`config.mk`:
```
export PLATFORM = sky130hd
export DESIGN_NAME = class_hvec_assoc_search
export DESIGN_NICKNAME = d
export VERILOG_FILES = /design/src/rtl/class_hvec_assoc_search.sv
export SDC_FILE = /design/constraint.sdc
export NUM_CORES = 1
export LEC_CHECK = 0
export BUFFER_PORTS_ARGS = -buffer_cell sky130_fd_sc_hd__buf_2
export CORE_ASPECT_RATIO = 1.25
export CORE_MARGIN = 3
export CORE_UTILIZATION = 59
export DETAILED_ROUTE_END_ITERATION = 7
export PLACE_DENSITY = 0.91
export SLEW_MARGIN = 40
export SYNTH_ARGS = -nofsm -noshare
export SYNTH_HDL_FRONTEND = slang
export SYNTH_SLANG_ARGS = --single-unit
```
`constraint.sdc`:
```
create_clock -name clk -period 21.3 [get_ports clk]
set_input_delay 4.26 -clock clk [delete_from_list [all_inputs] [get_ports clk]]
set_output_delay 4.26 -clock clk [all_outputs]
set_load 0.01 [all_outputs]
```
`src/rtl/class_hvec_assoc_search.sv`:
```
// Associative search over stored class hypervectors.
// Loads a query, scans every class by Hamming distance, reports the closest.
module class_hvec_assoc_search #(
  parameter int DI_PARALLEL_W_BITS = 64,
  parameter int N_CLASSES          = 8,
  parameter int N_FRAMES           = 3
) (
  input  logic                                   clk,
  input  logic                                   rst,
  input  logic [DI_PARALLEL_W_BITS-1:0]          q_frame_in,
  input  logic                                   q_valid,
  output logic                                   q_ready,
  output logic [$clog2(N_CLASSES)-1:0]           frame_id,
  output logic [$clog2(N_FRAMES)-1:0]            frame_index,
  input  logic [DI_PARALLEL_W_BITS-1:0]          class_vec_in,
  output logic [$clog2(N_CLASSES)-1:0]           res_class,
  output logic [$clog2(DI_PARALLEL_W_BITS*N_FRAMES+1)-1:0] res_dist,
  output logic                                   res_valid,
  input  logic                                   res_ready
);

  localparam int W  = DI_PARALLEL_W_BITS;
  localparam int D  = W * N_FRAMES;
  localparam int CW = $clog2(N_CLASSES);
  localparam int FW = $clog2(N_FRAMES);
  localparam int DW = $clog2(D + 1);

  localparam logic [CW-1:0] LASTC = CW'(N_CLASSES - 1);
  localparam logic [FW-1:0] LASTF = FW'(N_FRAMES - 1);

  localparam logic [1:0] LOAD    = 2'd0;
  localparam logic [1:0] COMPUTE = 2'd1;
  localparam logic [1:0] RESULT  = 2'd2;

  logic [1:0]    state;
  logic [FW-1:0] ld_idx;
  logic [CW-1:0] cls;
  logic [FW-1:0] frm;
  logic [DW-1:0] acc;
  logic [CW-1:0] best_cls;
  logic [DW-1:0] best_dist;
  logic [W-1:0]  qbuf [N_FRAMES];

  logic [DW-1:0] d;
  logic          take;
  logic          q_acc;

  function automatic logic [DW-1:0] popcnt(
    input logic [W-1:0] v
  );
    logic [DW-1:0] s;
    s = '0;
    for (int i = 0; i < W; i++) begin
      s = s + DW'(v[i]);
    end
    return s;
  endfunction

  assign q_ready     = (state == LOAD);
  assign res_valid   = (state == RESULT);
  assign q_acc       = q_ready && q_valid;
  assign frame_id    = (state == COMPUTE) ? cls : '0;
  assign frame_index = (state == COMPUTE) ? frm : '0;

  // Running distance and best-so-far selection (ties keep lower class)
  always_comb begin
    d    = acc + popcnt(qbuf[frm] ^ class_vec_in);
    take = (cls == '0) || (d < best_dist);
  end

  // Query buffer capture, no reset needed: slots are rewritten per query
  always_ff @(posedge clk) begin
    if (!rst && q_acc) begin
      qbuf[ld_idx] <= q_frame_in;
    end
  end

  // Control FSM, distance accumulation and result registers
  always_ff @(posedge clk) begin
    if (rst) begin
      state     <= LOAD;
      ld_idx    <= '0;
      cls       <= '0;
      frm       <= '0;
      acc       <= '0;
      best_cls  <= '0;
      best_dist <= '0;
      res_class <= '0;
      res_dist  <= '0;
    end else begin
      case (state)
        LOAD: begin
          if (q_valid) begin
            if (ld_idx == LASTF) begin
              ld_idx <= '0;
              cls    <= '0;
              frm    <= '0;
              acc    <= '0;
              state  <= COMPUTE;
            end else begin
              ld_idx <= ld_idx + 1'b1;
            end
          end
        end
        COMPUTE: begin
          if (frm != LASTF) begin
            acc <= d;
            frm <= frm + 1'b1;
          end else begin
            acc <= '0;
            frm <= '0;
            if (take) begin
              best_dist <= d;
              best_cls  <= cls;
            end
            if (cls == LASTC) begin
              res_class <= take ? cls : best_cls;
              res_dist  <= take ? d : best_dist;
              state     <= RESULT;
            end else begin
              cls <= cls + 1'b1;
            end
          end
        end
        RESULT: begin
          if (res_ready) begin
            state <= LOAD;
          end
        end
        default: state <= LOAD;
      endcase
    end
  end

endmodule

```
==> results.md, run 1 <==
* Status: completed
* TritonCTS clock tree: built
* Synth Register Bits at 233
* Cts repair resizes at 0
* Critical path class: input port to flop
* Buffer type at the clock tree root: clkbuf_16
* Crit share post-route at 0.546
* Post-DP HPWL at 16,600 um
* Wirelength per Cell at 19.5 um
* Non-Filler Cell Area, Final at 13,100 um^2
* Leading area contributor after synthesis: edfxtp_1
* Crit path DAT at 12.06 ns
* Area after DPL at 12,400 um^2
* DR vias at 7,120
* First-pass GRT wire length at 37,700 um
* Router iterations before antenna repair at 5
* Final core occ at 0.693
* Clock transition at the registers of the reported paths at 0.06 ns
* F_max at 86.0 MHz
* Max-slew headroom at 0.464
* Slowest stage delay, CP at 0.61 ns
* CP delay by family, top: adder cells
* CTS buffer count at 23
* RD Place Congestion at 0.871
* Endpoint class of the critical path: flop
* Async SR Flop Fraction at 0
* Startpoint Class: input port
* Boundary pin count at 150
* Max-cap violation count at 0
* Die X at 131 um
* Worst-path cell chain: buf_2 -> xor2_1 -> fa_1 -> inv_1 -> fa_1 -> inv_1 -> fa_1 -> fa_1 -> fa_1 -> fa_1 -> inv_1 -> fa_1 -> fa_1 -> fa_1 -> fa_1 -> nand2b_1 -> a2111o_1 -> o211ai_1 -> ha_1 -> and4_1 -> o41ai_4 -> o22a_1 -> o211ai_1 -> a21oi_1
* Share of cells above drive strength 1 at 0.190
* GRT Total Usage at 0.232
* Setup-failing EPs final at 0
* Post-route antenna net violation count at 0
* Via-to-Cell Ratio at 5.63
* Layout area overhead at 14.6%
* Sinks on the clock net at 233
* Largest net degree at the start of global routing at 111
* CP Data Required Time at 21.73 ns
* Commonest non-fill, non-tap cell in the layout: edfxtp_1
* Routed WL at 24,600 um
* Core area at 18,900 um^2
* Post-synth EDFFs at 192
* FP Rows at 56
* Clk buf depth at 3
* Chip Height at 162 um
* CP max FO at 10
* Slowest-stage cell, CP: fa_1
* Total Nets Final at 1,236
* Synth unique cells at 52
* Fin crit period at 11.63 ns
* YS warnings at 0
* Highest-count cells in the layout ignoring fill and taps: edfxtp_1 (192), buf_2 (149), nand2_1 (100)
* Setup repair after global routing missed its margin: false
* Seq/Total Area, Yosys at 0.576
* Most area-consuming cells after synthesis: edfxtp_1 (50%), fa_1 (9.8%), dfxtp_1 (7.2%)
* Vias in the first global route at 7,375
* Die area at 21,100 um^2
* Mapped Cells at 866
* Syn Nets at 1,088
* Worst-Skew Late Latency at 0.51 ns
* Iteration-0 DRC Markers at 399
* Setup TNS Final at 0 ns
* Final Hold Viols at 0
* Post-Syn Area at 11,400 um^2
* Top-area cell type share of the netlist area at 0.504
* Number of I/O port buffers at 149
* Top_reg_cell synth: edfxtp_1
* GRT overflow at 0
* Filler cells at 1,267
* H-tree Lvls at 1
* CP bufs+invs at 4
* Setup Buffers After CTS at 0
* Initial antenna violation count at 6
* Hold Buf Count CTS at 0
* Final Max Tran Viols at 0
* Hold Crit Class: flop to flop
* # DRC at 0
* Worst Clk Skew at 0.0122 ns
* Hold slack at 0.462 ns
* Synthesized area per cell at 13.2 um^2
* Starting Density at 0.604
* Worst Max-Slew Pin Slew at 0.802 ns
* Critical path's most frequent cell: fa_1
## registers in the layout, summed over array words and instances (netlist names), named ones only
register / count
qbuf: 192
frm: 2
best_dist: 8
state: 2
res_dist: 8
ld_idx: 2
res_class: 3
acc: 8
cls: 3
best_cls: 3
## worst paths after layout
check / from / endpoint / slack, ns / cells after the start
max: class_vec_in[26] / res_dist[0]$_SDFFE_PP0P_ / 9.67 / 24
min: best_cls[0]$_SDFFE_PP0P_ / best_cls[0]$_SDFFE_PP0P_ / 0.46 / 2
max reg2reg: flop / res_dist[0]$_SDFFE_PP0P_ / 11.98 / 26
min reg2reg: best_cls[0]$_SDFFE_PP0P_ / best_cls[0]$_SDFFE_PP0P_ / 0.46 / 2
## cells in the mapped netlist (all sizes together), types with 2 or more instances
master  number
nor4b        2
nor2b        5
and2         4
a311oi       2
o21a         4
and3b        2
nand4        3
inv         61
a211oi       4
nor3b        2
fa          56
buf         12
o221ai       3
a21oi       23
o21ai       75
o41ai        2
xor2        43
mux2i       68
o211ai       6
a31oi        7
nand2b       7
dfxtp       41
edfxtp     192
a2111o       3
a21boi       2
nand2      100
nor3         2
ha          34
nand3        6
nor2        30
xnor2       26
clkbuf      19
a22oi        7
## layout make-up
cell class / instances / area [um^2] / share of cell area
inverters: 61 / 229 / 0.0175
multi-input cells: 541 / 4500 / 0.343
clock inverters: 11 / 86.3 / 0.00659
clock buffers: 28 / 594 / 0.0453
diodes: 5 / 12.5 / 0.000955
repair buffers: 154 / 802 / 0.0612
flip-flops and latches: 233 / 6590 / 0.503
well taps: 232 / 290 / 0.0221
## worst min-delay path, cell delays in order (launching register included)
cell and delay [ns]:
dfxtp_1 0.31, nand2_1 0.05, a21oi_1 0.05
## through the flow
stage | setup slack, ns | cells
after floorplan | 9.39 | 866
after global placement | 9.28 | 1221
after detailed placement | 9.13 | 1221
after CTS | 9.65 | 1260
after global routing | 9.37 | 1265
final | 9.67 | 1265
## layer usage
| metal | vias up | part of all wire | wire [um] | global-route usage |
|---|---|---|---|---|
| li1 | 3377 | - | - | - |
| met1 | 3450 | 0.36 | 8910 | 0.277 |
| met2 | 233 | 0.54 | 13400 | 0.416 |
| met3 | 58 | 0.057 | 1400 | 0.0387 |
| met4 | 2 | 0.038 | 934 | 0.0893 |
| met5 | - | 0.00028 | 7 | 0 |
## logic make-up (layout without fill, tap and decap cells)
family                   Yosys count  after routing  synth area share
adder cells (fa/ha/maj)           90             90             0.135
AO/OA/AOI/OAI                    145            145            0.0790
other                              0              5                 0
flip-flops                       233            233             0.576
multiplexers                      68             68            0.0595
AND/OR/NAND/NOR                  169            169            0.0651
buffers and inverters             92            254            0.0321
XOR/XNOR                          69             69            0.0529
Power of run 1 is not shown: default switching activity piles up to over one toggle a cycle in this logic, so the estimate is an artifact.
==> run 2: changes to the inputs <==
--- a/config.mk
+++ b/config.mk
@@ -8,9 +8,9 @@
 export BUFFER_PORTS_ARGS = -buffer_cell sky130_fd_sc_hd__buf_2
 export CORE_ASPECT_RATIO = 1.25
 export CORE_MARGIN = 3
-export CORE_UTILIZATION = 59
+export CORE_UTILIZATION = 53
 export DETAILED_ROUTE_END_ITERATION = 7
-export PLACE_DENSITY = 0.91
+export PLACE_DENSITY = 0.87
 export SLEW_MARGIN = 40
 export SYNTH_ARGS = -nofsm -noshare
 export SYNTH_HDL_FRONTEND = slang
==> constraint.sdc (replaced) <==
create_clock -name clk -period 9.95 [get_ports clk]
set_input_delay 1.99 -clock clk [delete_from_list [all_inputs] [get_ports clk]]
set_output_delay 1.99 -clock clk [all_outputs]
set_load 0.01 [all_outputs]
==> run 2 against run 1 <==
Effect of this change:
- critical path type unchanged
- flip-flop and latch count stayed put
- via count shrank 0.58%
- largest cell class unchanged
- non-clock buffer count is 7 higher
- sequential share of layout area is 0.38 points lower
- clock skew about the same
==> results.md, run 2 (synthesis gave the netlist of run 1 again) <==
* Flop2flop setup slack at 1.10 ns (was 11.98 ns)
* RD Place Congestion at 0.843 (was 0.871)
* Startpoint Class: input port (unchanged)
* CP delay by family, top: adder cells (unchanged)
* TritonCTS clock tree: built (unchanged)
* Critical path class: input port to flop (unchanged)
* Worst-Skew Late Latency at 0.50 ns (was 0.51 ns)
* H-tree Lvls at 1 (unchanged)
* Fin crit period at 9.16 ns
* Sinks on the clock net at 233 (unchanged)
* Vias in the first global route at 7,269 (was 7,375)
* Status: completed (unchanged)
* Filler cells at 1,576 (was 1,267)
* Crit path DAT at 9.58 ns (was 12.06 ns)
* Hold Buf Count CTS at 0 (unchanged)
* Setup Buffers After CTS at 0 (unchanged)
* Routed WL at 24,000 um (was 24,600 um)
* Top reg by flops: qbuf (unchanged)
* Cells on worst reg2reg path at 27 (was 26)
* Worst Setup SP: class_vec_in[52] (was class_vec_in[26])
* CP bufs+invs at 5 (was 4)
* Crit share post-route at 0.921
* Starting Density at 0.543 (was 0.604)
* GRT overflow at 0 (unchanged)
* Commonest non-fill, non-tap cell in the layout: edfxtp_1 (unchanged)
* Largest net degree at the start of global routing at 65 (was 111)
* Core area at 21,000 um^2 (was 18,900 um^2)
* Worst Clk Skew at 0.0125 ns (was 0.0122 ns)
* Worst Max-Slew Pin Slew at 0.782 ns (was 0.802 ns)
* CTS buffer count at 23 (unchanged)
* FP Rows at 59 (was 56)
* Highest-count cells in the layout ignoring fill and taps: edfxtp_1 (192), buf_2 (149), nand2_1 (100) (unchanged)
* Iteration-0 DRC Markers at 483 (was 399)
* Number of I/O port buffers at 149 (unchanged)
* Slowest stage delay, CP at 0.58 ns (was 0.61 ns)
* First-pass GRT wire length at 37,100 um (was 37,700 um)
* Setup repair after global routing missed its margin: false (unchanged)
* Max-cap violation count at 0 (unchanged)
* Die area at 23,400 um^2 (was 21,100 um^2)
* Slowest-stage cell, CP: fa_1 (unchanged)
* Buffer type at the clock tree root: clkbuf_16 (unchanged)
* # DRC at 0 (unchanged)
* Setup TNS Final at 0 ns (unchanged)
* DR vias at 7,079 (was 7,120)
* WHS Path Cells at 2 (unchanged)
* Clock transition at the registers of the reported paths at 0.07 ns (was 0.06 ns)
* R2r endpoint: res_dist[0]$_SDFFE_PP0P_ (unchanged)
* Critical path's most frequent cell: fa_1 (unchanged)
* Post-route antenna net violation count at 0 (unchanged)
* GRT Total Usage at 0.207 (was 0.232)
* Hold slack at 0.466 ns (was 0.462 ns)
* Post-DP HPWL at 16,900 um (was 16,600 um)
* Chip Height at 170 um (was 162 um)
* Layout area overhead at 15.5% (was 14.6%)
* Total Nets Final at 1,243 (was 1,236)
* CP Data Required Time at 10.37 ns (was 21.73 ns)
* Hold Crit Class: flop to flop (unchanged)
* Final Max Tran Viols at 0 (unchanged)
* Router iterations before antenna repair at 5 (unchanged)
* Setup-failing EPs final at 0 (unchanged)
* Critical path depth at 25 (was 24)
* Via-to-Cell Ratio at 5.37 (was 5.63)
* Die X at 137 um (was 131 um)
* Boundary pin count at 150 (unchanged)
* Final Hold Viols at 0 (unchanged)
* Clk buf depth at 3 (unchanged)
* Wirelength per Cell at 18.2 um (was 19.5 um)
* CP max FO at 10 (unchanged)
* Max FFs per register at 192 (unchanged)
* Max-slew headroom at 0.478 (was 0.464)
* Cts repair resizes at 0 (unchanged)
* F_max at 109 MHz
* Setup crit end: res_dist[0]$_SDFFE_PP0P_ (unchanged)
* Endpoint class of the critical path: flop (unchanged)
* Share of cells above drive strength 1 at 0.193 (was 0.190)
* Initial antenna violation count at 12 (was 6)
-- run 2: changes by cell type in the layout (fill, tap and decap cells not counted), sizes merged --
cell	change
diode	+3
clkinv	+6
buf	+7
bufinv	-1
inv	-2
clkinvlp	-1
-- run 2: how the worst min path moves through the flow --
| stage | start | end | slack (ns) |
|---|---|---|---|
| 3_3_place_gp | res_dist[0]$_SDFFE_PP0P_ | res_dist[0]$_SDFFE_PP0P_ | 0.45 |
| 4_1_cts | res_dist[0]$_SDFFE_PP0P_ | res_dist[0]$_SDFFE_PP0P_ | 0.46 |
| 2_1_floorplan | best_cls[0]$_SDFFE_PP0P_ | best_cls[0]$_SDFFE_PP0P_ | 0.44 |
| 3_5_place_dp | res_dist[0]$_SDFFE_PP0P_ | res_dist[0]$_SDFFE_PP0P_ | 0.45 |
| 5_1_grt | res_dist[0]$_SDFFE_PP0P_ | res_dist[0]$_SDFFE_PP0P_ | 0.49 |
| 6_report | best_cls[1]$_SDFFE_PP0P_ | best_cls[1]$_SDFFE_PP0P_ | 0.47 |
-- run 2: final cells by class --
type                            count  area (um^2)  area share
Inverter                           61          229      0.0173
Tap cell                          274          343      0.0260
Clock inverter                     13         68.8     0.00521
Antenna cell                        8         20.0     0.00152
Multi-Input combinational cell    541         4500       0.341
Sequential cell                   233         6590       0.499
Timing Repair Buffer              161          860      0.0651
Clock buffer                       28          594      0.0450
-- run 2: tightest hold or removal path: cells and delay by family (launching register included) --
| family | cells | cell delay (ns) |
|---|---|---|
| AND/OR/NAND/NOR | 1 | 0.05 |
| flip-flops | 1 | 0.32 |
| AO/OA/AOI/OAI | 1 | 0.05 |
-- run 2: through the flow --
stage                      util  setup WS, ns  std cells  instance area [um^2]
final                     0.628         0.789       1319                 13200
after global placement    0.595         0.372       1270                 12500
after detailed placement  0.595         0.267       1270                 12500
after global routing      0.628         0.503       1319                 13200
after floorplan               -         0.305        866                 11400
after CTS                 0.627         0.759       1311                 13200
-- run 2: per-layer routing --
layer / vias to the layer above / global-route usage / part of all wire / wire [um]
li1: 3383 / - / - / -
met1: 3396 / 0.248 / 0.37 / 8870
met2: 228 / 0.367 / 0.53 / 12700
met3: 66 / 0.0405 / 0.058 / 1390
met4: 6 / 0.0833 / 0.040 / 949
met5: - / 0 / 0.0014 / 34
Power of run 2 is left out for the same reason.
==> run 3: changes to the inputs <==
--- a/config.mk
+++ b/config.mk
@@ -5,12 +5,12 @@
 export SDC_FILE = /design/constraint.sdc
 export NUM_CORES = 1
 export LEC_CHECK = 0
-export BUFFER_PORTS_ARGS = -buffer_cell sky130_fd_sc_hd__buf_2
 export CORE_ASPECT_RATIO = 1.25
 export CORE_MARGIN = 3
-export CORE_UTILIZATION = 53
+export CORE_UTILIZATION = 58
 export DETAILED_ROUTE_END_ITERATION = 7
-export PLACE_DENSITY = 0.87
+export DONT_BUFFER_PORTS = 1
+export PLACE_DENSITY = 0.86
 export SLEW_MARGIN = 40
 export SYNTH_ARGS = -nofsm -noshare
 export SYNTH_HDL_FRONTEND = slang
==> run 3 against run 2 <==
Effect of this change:
- final area decreased by 4.9%
- non-clock buffer count fell by 151
- fmax is 0.65% lower
- hold slack lost 0.014 ns
- clock-buffer cell count shrank 1
- first-iteration DRC count is 4.8% lower
- flip-flop and latch count stayed put
- register-to-register slack got worse by 0.04 ns
- final cell count is 13% lower
==> results.md, run 3 (synthesis gave the netlist of run 1 again) <==
* Status: completed (unchanged)
* Post-DP HPWL at 16,000 um (was 16,900 um)
* DR vias at 6,511 (was 7,079)
* Worst Clk Skew at 0.0260 ns (was 0.0125 ns)
* Final core occ at 0.659 (was 0.628)
* Share of cells above drive strength 1 at 0.0664 (was 0.193)
* Post-route antenna net violation count at 0 (unchanged)
* Max FFs per register at 192 (unchanged)
* # DRC at 0 (unchanged)
* RD Place Congestion at 0.848 (was 0.843)
* H-tree Lvls at 1 (unchanged)
* Via-to-Cell Ratio at 5.67 (was 5.37)
* Buffer type at the clock tree root: clkbuf_16 (unchanged)
* Fin crit period at 9.22 ns (was 9.16 ns)
* Top reg by flops: qbuf (unchanged)
* Router iterations before antenna repair at 7 (was 5)
* Setup Buffers After CTS at 0 (unchanged)
* FP Rows at 56 (was 59)
* Setup-failing EPs final at 0 (unchanged)
* Starting Density at 0.600 (was 0.543)
* Cells on worst reg2reg path at 27 (unchanged)
* Routed WL at 22,700 um (was 24,000 um)
* Clk buf depth at 3 (unchanged)
* Final Max Tran Viols at 0 (unchanged)
* Max-cap violation count at 0 (unchanged)
* Hold Buf Count CTS at 0 (unchanged)
* Highest-count cells in the layout ignoring fill and taps: edfxtp_1 (192), nand2_1 (100), o21ai_0 (74) (was edfxtp_1 (192), buf_2 (149), nand2_1 (100))
* Vias in the first global route at 6,463 (was 7,269)
* Final Hold Viols at 0 (unchanged)
* Worst-Skew Late Latency at 0.52 ns (was 0.50 ns)
* TritonCTS clock tree: built (unchanged)
* Setup TNS Final at 0 ns (unchanged)
* First-pass GRT wire length at 34,900 um (was 37,100 um)
* Setup repair after global routing missed its margin: false (unchanged)
* Cts repair resizes at 0 (unchanged)
* GRT Total Usage at 0.211 (was 0.207)
* Iteration-0 DRC Markers at 460 (was 483)
* WHS Path Cells at 2 (unchanged)
* Crit path DAT at 9.65 ns (was 9.58 ns)
* Filler cells at 1,341 (was 1,576)
* Boundary pin count at 150 (unchanged)
* Chip Height at 163 um (was 170 um)
* Core area at 19,100 um^2 (was 21,000 um^2)
* Hold Crit Class: flop to flop (unchanged)
* CTS buffer count at 24 (was 23)
* Die area at 21,400 um^2 (was 23,400 um^2)
* Crit share post-route at 0.927 (was 0.921)
* Critical path class: input port to flop (unchanged)
* Endpoint class of the critical path: flop (unchanged)
* Total Nets Final at 1,093 (was 1,243)
* Initial antenna violation count at 0 (was 12)
* Worst Max-Slew Pin Slew at 0.747 ns (was 0.782 ns)
* Wirelength per Cell at 19.8 um (was 18.2 um)
* Die X at 132 um (was 137 um)
* CP max FO at 10 (unchanged)
* Commonest non-fill, non-tap cell in the layout: edfxtp_1 (unchanged)
* Clock transition at the registers of the reported paths at 0.06 ns (was 0.07 ns)
* Max-slew headroom at 0.501 (was 0.478)
* Layout area overhead at 9.83% (was 15.5%)
* Number of I/O port buffers at 0 (was 149)
* Sinks on the clock net at 233 (unchanged)
* Ant diodes at 0 (was 8)
* Startpoint Class: input port (unchanged)
* F_max at 108 MHz (was 109 MHz)
* CP Data Required Time at 10.38 ns (was 10.37 ns)
* Largest net degree at the start of global routing at 65 (unchanged)
* GRT overflow at 0 (unchanged)
[run 3: cell count changes in the layout (fill, tap and decap cells not counted), sizes merged]
cell      delta
buf        -151
diode        -8
clkinv       -4
bufinv       +3
clkinvlp     +3
clkbuf       -1
inv          +1
[run 3: critical path, cell delays in order]
cell and delay, ns:
xor2_1 0.16, fa_1 0.56, inv_1 0.09, fa_1 0.56
inv_1 0.06, fa_1 0.48, fa_1 0.54, fa_1 0.52
fa_1 0.55, inv_1 0.06, fa_1 0.50, fa_1 0.52
fa_1 0.46, fa_1 0.40, nand2b_1 0.19, a2111o_1 0.38
o211ai_1 0.21, ha_1 0.33, and4_1 0.22, o41ai_4 0.09
o22a_1 0.46, o211ai_1 0.13, a21oi_1 0.18
[run 3: layout make-up]
cell class	instances	area, um^2	area share
clock buffers	27	633	0.0504
clock inverters	16	164	0.0131
inverters	61	229	0.0182
multi-input cells	541	4500	0.358
flip-flops and latches	233	6590	0.525
well taps	261	327	0.0260
repair buffers	10	111	0.00887
[run 3: per-stage QoR]
step	instances	worst slack [ns]	hold WS [ns]	instance area [um^2]
after floorplan	866	0.305	0.437	11400
after global placement	1106	0.371	0.439	11700
after detailed placement	1106	0.189	0.441	11800
after CTS	1149	0.705	0.450	12600
after global routing	1149	0.379	0.468	12600
final	1149	0.729	0.452	12600
[run 3: path summary, 6_finish.rpt]
| check | slack (ns) | startpoint | endpoint |
|---|---|---|---|
| hold reg to reg | 0.45 | best_cls[0]$_SDFFE_PP0P_ | best_cls[0]$_SDFFE_PP0P_ |
| hold / removal | 0.45 | best_cls[0]$_SDFFE_PP0P_ | best_cls[0]$_SDFFE_PP0P_ |
| setup reg to reg | 1.06 | flop | res_dist[0]$_SDFFE_PP0P_ |
| setup / recovery | 0.73 | class_vec_in[26] | res_dist[0]$_SDFFE_PP0P_ |
[run 3: routing by layer]
metal  track usage  share of wire  vias to the layer above
li1              -              -                     3077
met1         0.246           0.36                     3160
met2         0.376           0.52                      220
met3        0.0522          0.072                       54
met4        0.0883          0.042                        0
met5             0              0                        -
Power of run 3 is left out for the same reason.
